File: config.mk
export PLATFORM = sky130hd
export DESIGN_NAME = ckong_rom_loader
export DESIGN_NICKNAME = d
export VERILOG_FILES = /design/src/rtl/ckong_pkg.sv /design/src/rtl/ckong_hold_timer.sv /design/src/rtl/ckong_rom_loader.sv
export SDC_FILE = /design/constraint.sdc
export NUM_CORES = 1
export LEC_CHECK = 0
export CAP_MARGIN = 20
export CORE_ASPECT_RATIO = 1.75
export CORE_MARGIN = 2
export CORE_UTILIZATION = 45
export DETAILED_ROUTE_END_ITERATION = 10
export GPL_TIMING_DRIVEN = 1
export PLACE_DENSITY = 0.72
export SYNTH_ARGS = -nofsm -noshare
export SYNTH_HDL_FRONTEND = slang
export SYNTH_HIERARCHICAL = 1
export SYNTH_SLANG_ARGS = --single-unit
export TNS_END_PERCENT = 5
File: constraint.sdc
create_clock -name clk_sys -period 4.2 [get_ports clk_sys]
set_input_delay 0.84 -clock clk_sys [delete_from_list [all_inputs] [get_ports clk_sys]]
set_output_delay 0.84 -clock clk_sys [all_outputs]
set_load 0.1 [all_outputs]
File: src/rtl/ckong_pkg.sv
// Shared definitions for the ckong ROM download path: address width, image length,
// loader state encoding and the running-checksum helper.
package ckong_pkg;

  localparam int                   CK_ROM_AW  = 17;
  localparam logic [CK_ROM_AW-1:0] CK_ROM_LEN = 17'h10000;

  typedef enum logic [2:0] {
    S_EMPTY = 3'd0,
    S_LOAD  = 3'd1,
    S_HOLD  = 3'd2,
    S_RUN   = 3'd3,
    S_FAIL  = 3'd4
  } ldr_state_t;

  function automatic logic [7:0] csum_add(input logic [7:0] sum, input logic [7:0] b);
    return sum + b;
  endfunction

endpackage

File: src/rtl/ckong_hold_timer.sv
// Reload-and-count-down timer; done rises HOLD_CYC-1 enabled cycles after the last load.
module ckong_hold_timer #(
  parameter int HOLD_CYC = 16
) (
  input  logic clk_sys,
  input  logic reset_n,
  input  logic load,
  input  logic en,
  output logic done
);

  localparam logic [15:0] LOAD_VAL = 16'(HOLD_CYC - 1);

  logic [15:0] cnt_r;

  // Load has priority over counting so a held request keeps the timer at full length.
  always_ff @(posedge clk_sys or negedge reset_n) begin
    if (!reset_n) begin
      cnt_r <= 16'd0;
      done  <= 1'b0;
    end else if (load) begin
      cnt_r <= LOAD_VAL;
      done  <= (LOAD_VAL == 16'd0);
    end else if (en && !done) begin
      cnt_r <= cnt_r - 16'd1;
      done  <= (cnt_r == 16'd1);
    end
  end

endmodule

File: src/rtl/ckong_rom_loader.sv
// HPS download front end for ckong: validates the byte stream, tracks length/checksum,
// and owns the core reset so the core only ever runs from a complete, in-order image.
module ckong_rom_loader
  import ckong_pkg::*;
#(
  parameter logic [CK_ROM_AW-1:0] EXPECT_LEN = CK_ROM_LEN,
  parameter int                   HOLD_CYC   = 16
) (
  input  logic                 clk_sys,
  input  logic                 reset_n,
  input  logic                 ioctl_download,
  input  logic                 ioctl_wr,
  input  logic [24:0]          ioctl_addr,
  input  logic [7:0]           ioctl_dout,
  input  logic                 rst_req,
  output logic [CK_ROM_AW-1:0] dn_addr,
  output logic [7:0]           dn_data,
  output logic                 dn_wr,
  output logic                 core_reset,
  output logic                 load_ok,
  output logic                 load_err,
  output logic [CK_ROM_AW-1:0] byte_count,
  output logic [7:0]           checksum
);

  ldr_state_t           state_r;
  logic                 dl_r, rise_r, fall_r, rst_req_r;
  logic                 seq_err_r, ovf_err_r;
  logic                 wr_ok_s, seq_hit_s, ovf_hit_s, good_s;
  logic                 timer_load_s, timer_en_s, timer_done_s;
  logic [CK_ROM_AW-1:0] count_next_s;

  ckong_hold_timer #(.HOLD_CYC(HOLD_CYC)) u_hold (
    .clk_sys (clk_sys),
    .reset_n (reset_n),
    .load    (timer_load_s),
    .en      (timer_en_s),
    .done    (timer_done_s)
  );

  // Download level capture and registered edge pulses; rst_req is also kept one cycle longer.
  always_ff @(posedge clk_sys or negedge reset_n) begin
    if (!reset_n) begin
      dl_r      <= 1'b0;
      rise_r    <= 1'b0;
      fall_r    <= 1'b0;
      rst_req_r <= 1'b0;
    end else begin
      dl_r      <= ioctl_download;
      rise_r    <= ioctl_download & ~dl_r;
      fall_r    <= ~ioctl_download & dl_r;
      rst_req_r <= rst_req;
    end
  end

  // Classify the write presented this cycle: overflow beats ordering, and only LOAD accepts.
  always_comb begin
    wr_ok_s   = 1'b0;
    seq_hit_s = 1'b0;
    ovf_hit_s = 1'b0;
    if (state_r == S_LOAD && ioctl_wr) begin
      if (ioctl_addr >= {8'h00, EXPECT_LEN}) begin
        ovf_hit_s = 1'b1;
      end else if (ioctl_addr != {8'h00, byte_count}) begin
        seq_hit_s = 1'b1;
      end else begin
        wr_ok_s = 1'b1;
      end
    end else begin
      wr_ok_s = 1'b0;
    end
  end

  // Completion is judged on post-write values so a write coinciding with the edge counts.
  always_comb begin
    count_next_s = byte_count + {{(CK_ROM_AW-1){1'b0}}, wr_ok_s};
    good_s       = (count_next_s == EXPECT_LEN) && !seq_err_r && !seq_hit_s
                   && !ovf_err_r && !ovf_hit_s;
    timer_en_s   = (state_r == S_HOLD);
    timer_load_s = (state_r == S_LOAD && fall_r && good_s)
                 || (state_r == S_RUN && rst_req)
                 || (state_r == S_HOLD && (rst_req || rst_req_r));
  end

  // Loader FSM with write staging, counters and registered status outputs.
  always_ff @(posedge clk_sys or negedge reset_n) begin
    if (!reset_n) begin
      state_r    <= S_EMPTY;
      core_reset <= 1'b1;
      dn_wr      <= 1'b0;
      dn_addr    <= '0;
      dn_data    <= 8'h00;
      load_ok    <= 1'b0;
      load_err   <= 1'b0;
      byte_count <= '0;
      checksum   <= 8'h00;
      seq_err_r  <= 1'b0;
      ovf_err_r  <= 1'b0;
    end else begin
      dn_wr <= wr_ok_s;
      if (wr_ok_s) begin
        dn_addr    <= ioctl_addr[CK_ROM_AW-1:0];
        dn_data    <= ioctl_dout;
        byte_count <= count_next_s;
        checksum   <= csum_add(checksum, ioctl_dout);
      end
      if (seq_hit_s) seq_err_r <= 1'b1;
      if (ovf_hit_s) ovf_err_r <= 1'b1;

      if (rise_r && (state_r == S_EMPTY || state_r == S_RUN || state_r == S_FAIL)) begin
        state_r    <= S_LOAD;
        core_reset <= 1'b1;
        byte_count <= '0;
        checksum   <= 8'h00;
        load_ok    <= 1'b0;
        load_err   <= 1'b0;
        seq_err_r  <= 1'b0;
        ovf_err_r  <= 1'b0;
      end else begin
        case (state_r)
          S_EMPTY: core_reset <= 1'b1;
          S_LOAD: begin
            core_reset <= 1'b1;
            if (fall_r) begin
              if (good_s) begin
                state_r <= S_HOLD;
              end else begin
                state_r  <= S_FAIL;
                load_err <= 1'b1;
              end
            end
          end
          S_HOLD: begin
            if (!(rst_req || rst_req_r) && timer_done_s) begin
              state_r    <= S_RUN;
              core_reset <= 1'b0;
              load_ok    <= 1'b1;
            end else begin
              core_reset <= 1'b1;
            end
          end
          S_RUN: begin
            if (rst_req) begin
              state_r    <= S_HOLD;
              core_reset <= 1'b1;
            end else begin
              core_reset <= 1'b0;
            end
          end
          S_FAIL: begin
            core_reset <= 1'b1;
            load_err   <= 1'b1;
          end
          default: begin
            state_r    <= S_EMPTY;
            core_reset <= 1'b1;
          end
        endcase
      end
    end
  end

endmodule

==> flow_summary.json <==
{
  "status": "finished clean",
  "cts_buffers": 9,
  "io_buffers": 91,
  "ys.flop_type": "dfrtp_1",
  "overflow": 0,
  "start_kind": "input port",
  "postSynth.asyncResetShare_pct": 100,
  "crit_fanout": 8,
  "first_pass_iters": 4,
  "netlist-cell-type-count": 56,
  "dr_total_vias": 3993,
  "cts_max_level": 3,
  "seqPwrFrac_pct": 44.5,
  "final.period_utilization_pct": 96.6,
  "synth_area_um2": 4340,
  "power_frac_comb_pct": 16.6,
  "synth_fp_nets": 535,
  "core_um2": 9410,
  "areaGrowthSynthToFinish_pct": 37.9,
  "fin_crit_ns": 4.06,
  "synth-seq-cells": 80,
  "worst_slew_pin_slew_ns": 1.00,
  "crit_path_end_kind": "flip-flop",
  "finClkSkew_ns": 0.00667,
  "leakagePower_nw": 2.70,
  "final_hold_viol_count": 0,
  "io_pins": 92,
  "grt_usage_pct": 24.4,
  "slew_violations": 0,
  "seq_area_frac_synth_pct": 46.1,
  "clkTransAtPathRegs_ns": 0.06,
  "routabilityCongestion": 0.928,
  "antenna_found_initial": 0,
  "cts.path.max_buffers": 2,
  "slew_headroom_pct": 32.8,
  "finalNetCount": 640,
  "synth-edff-count": 0,
  "clk_latency_ns": 0.34,
  "hold_path.class": "in -> async",
  "cts_sinks": 80,
  "drc_errors": 0,
  "rows": 47,
  "die_area_um2": 10500,
  "cts_tree": "done",
  "hold_buffers": 0,
  "die_w_um": 78.3,
  "syn_inst": 485,
  "max_clock_freq_mhz": 246,
  "n_antenna_cell": 0,
  "n_fill_cell": 785,
  "arrival_ns": 4.29,
  "maxCapViolCount": 0,
  "die_h_um": 134,
  "crit_type": "in -> reg",
  "switching_share_pct": 28.8,
  "cp.required_ns": 4.43,
  "ant_nets": 0,
  "yosys_warnings": 6,
  "start_util_pct": 46.2,
  "hpwl_mm": 8.94,
  "drt_iter0_drc": 183,
  "viasPerCell": 5.57,
  "synth_area_per_cell_um2": 8.95,
  "irDropWorstVdd_v": 0.000247,
  "p_int_mw": 1.54,
  "setup_violations": 0,
  "post-route-util_pct": 63.7,
  "wire_per_inst_um": 17.5,
  "grt_pass1_vias": 4136,
  "drive_above_1_share_pct": 12.1,
  "net-switching-power_uw": 621,
  "cts-root-buf": "clkbuf_16",
  "drt-total-wl_mm": 12.5,
  "p_clk_share_pct": 38.9,
  "grt_first_pass_wirelength_mm": 20.1,
  "total_power_mw": 2.16,
  "powerDensity_nw_per_um2": 360,
  "grt_max_degree": 81
}
## critical path, stage by stage
cell and delay [ns]:
clkdlybuf4s50_1 0.40, or4_4 0.42, or2_4 0.28, nor4_4 0.31, nand3_2 0.12, inv_2 0.09
ha_4 0.14, ha_4 0.15, and2_4 0.15, and3_4 0.18, xor2_1 0.07, nor4_1 0.29
and4_1 0.24, nand4b_1 0.17, o21ai_4 0.16, clkbuf_16 0.20, nor2_1 0.05
## cell usage after synthesis (4+ instances only)
cell type / number / area, um^2
inv_1: 6 / 22.5
mux2i_1: 4 / 40.0
ha_1: 11 / 138
nor2_1: 44 / 165
o21ai_1: 9 / 45.0
nor2b_1: 4 / 25.0
a21oi_1: 19 / 95.1
o31ai_1: 7 / 52.6
nand3_1: 18 / 90.1
and2_1: 6 / 37.5
and4_1: 4 / 35.0
and3_1: 6 / 37.5
nand2b_1: 5 / 31.3
clkbuf_1: 18 / 67.6
nor4_1: 7 / 43.8
xor2_1: 18 / 158
or4_1: 4 / 30.0
nand4_1: 13 / 81.3
nor3_1: 4 / 20.0
dfrtp_1: 79 / 1980
nand2_1: 102 / 383
xnor2_1: 22 / 193
o21ai_0: 25 / 125
a31oi_1: 6 / 37.5
## cell families (layout without fill, tap and decap cells)
family,after synthesis,in the layout,synth area share (%)
xor gates and xnor gates,40,40,8.07
AOI/OAI and AO/OA,82,82,11.2
adders and majority gates,12,12,3.63
muxes,5,5,1.18
and+or+nand+nor,234,234,26.3
DFF,80,80,46.1
buffers and inverters,32,142,3.46
## metal layers
metal,wire length [um],vias to the layer above,track usage (%)
met5,0,-,0
met4,549,0,14.2
met3,620,34,4.37
met2,6750,148,43.6
met1,4590,1921,26.6
li1,-,1890,-
## metrics by stage
| step | setup TNS [ns] | worst slack (ns) | hold slack, ns | instance area [um^2] | std cells |
|---|---|---|---|---|---|
| 3_5_place_dp | -4.36 | -0.269 | 0.414 | 5510 | 696 |
| 4_1_cts | 0 | 0.0538 | 0.424 | 5830 | 712 |
| 6_report | 0 | 0.141 | 0.332 | 5990 | 717 |
| 5_1_grt | -0.217 | -0.0279 | 0.329 | 5990 | 717 |
| 2_1_floorplan | 0 | 0.00891 | 0.395 | 4380 | 485 |
| 3_3_place_gp | -2.53 | -0.161 | 0.404 | 5510 | 696 |
## layout by cell type (no fill, tap or decap), types with 2 or more instances in the layout
cell / count
or4_1: 2
o21bai_1: 2
bufinv_16: 2
and2_1: 5
o31ai_1: 7
mux2i_1: 4
clkdlybuf4s50_1: 84
dfrtp_2: 2
and4_1: 4
buf_4: 27
inv_1: 5
a31oi_1: 6
o21ai_0: 24
clkinvlp_4: 2
nor2b_1: 4
nand3_1: 16
clkbuf_16: 10
and3_1: 5
dlymetal6s2s_1: 6
nand4_1: 13
nor4_4: 2
or4_4: 2
nand3_2: 3
dfrtp_1: 77
nor3b_1: 3
o21ai_1: 9
nor4_1: 6
o41ai_1: 2
ha_1: 9
nor2_4: 2
nor3_1: 4
nand2b_1: 5
a21oi_1: 19
nand2_1: 102
xor2_1: 18
ha_4: 2
nor2_1: 41
xnor2_1: 22
a21o_1: 2
## sequential cells by signal, summed over array words and instances, names as in the netlist, 3 cells and up
| register | flops |
|---|---|
| byte_count | 17 |
| dn_addr | 17 |
| u_hold/cnt_r | 16 |
| checksum | 8 |
| dn_data | 8 |
| state_r | 3 |
## repair_timing
item	4_1_cts	5_1_grt
endpoints found under the hold margin	0	0
resized for setup	0	21
endpoints found under the setup margin	0	17
setup buffers	0	3
## power groups by stage
| stage | clock network [mW] | logic [mW] | registers (mW) |
|---|---|---|---|
| after CTS | 0.859 | 0.351 | 0.956 |
| after global routing | 0.892 | 0.401 | 0.971 |
| after floorplan | 0 | 0.195 | 0.975 |
| after detailed placement | 0 | 0.347 | 0.969 |
| after global placement | 0 | 0.336 | 0.964 |
| final | 0.840 | 0.358 | 0.959 |
## path summary, 6_finish.rpt
path	from	endpoint	slack, ns	cells after the start
worst max-delay path	ioctl_addr[17]	u_hold/cnt_r[12]$_DFFE_PN0P_	0.14	17
worst min-delay path	reset_n	byte_count[9]$_DFFE_PN0P_	0.33	1
worst max register to register	byte_count[4]$_DFFE_PN0P_	u_hold/cnt_r[12]$_DFFE_PN0P_	0.87	17
worst min register to register	dl_r$_DFF_PN0_	rise_r$_DFF_PN0_	0.42	1
max in group asynchronous	reset_n	core_reset$_DFF_PN1_	3.27	2
min in group clk_sys	dl_r$_DFF_PN0_	rise_r$_DFF_PN0_	0.42	1
## area by class of cell
class / instances / area, um^2 / area share [%]
tap: 122 / 153 / 2.55
multi-input combinational: 373 / 2290 / 38.3
inverter: 6 / 22.5 / 0.376
clock buffer: 11 / 243 / 4.05
clock inverter: 5 / 80.1 / 1.34
sequential: 80 / 2010 / 33.5
timing repair buffer: 120 / 1190 / 19.9
Power figures use the tool's default switching activity.
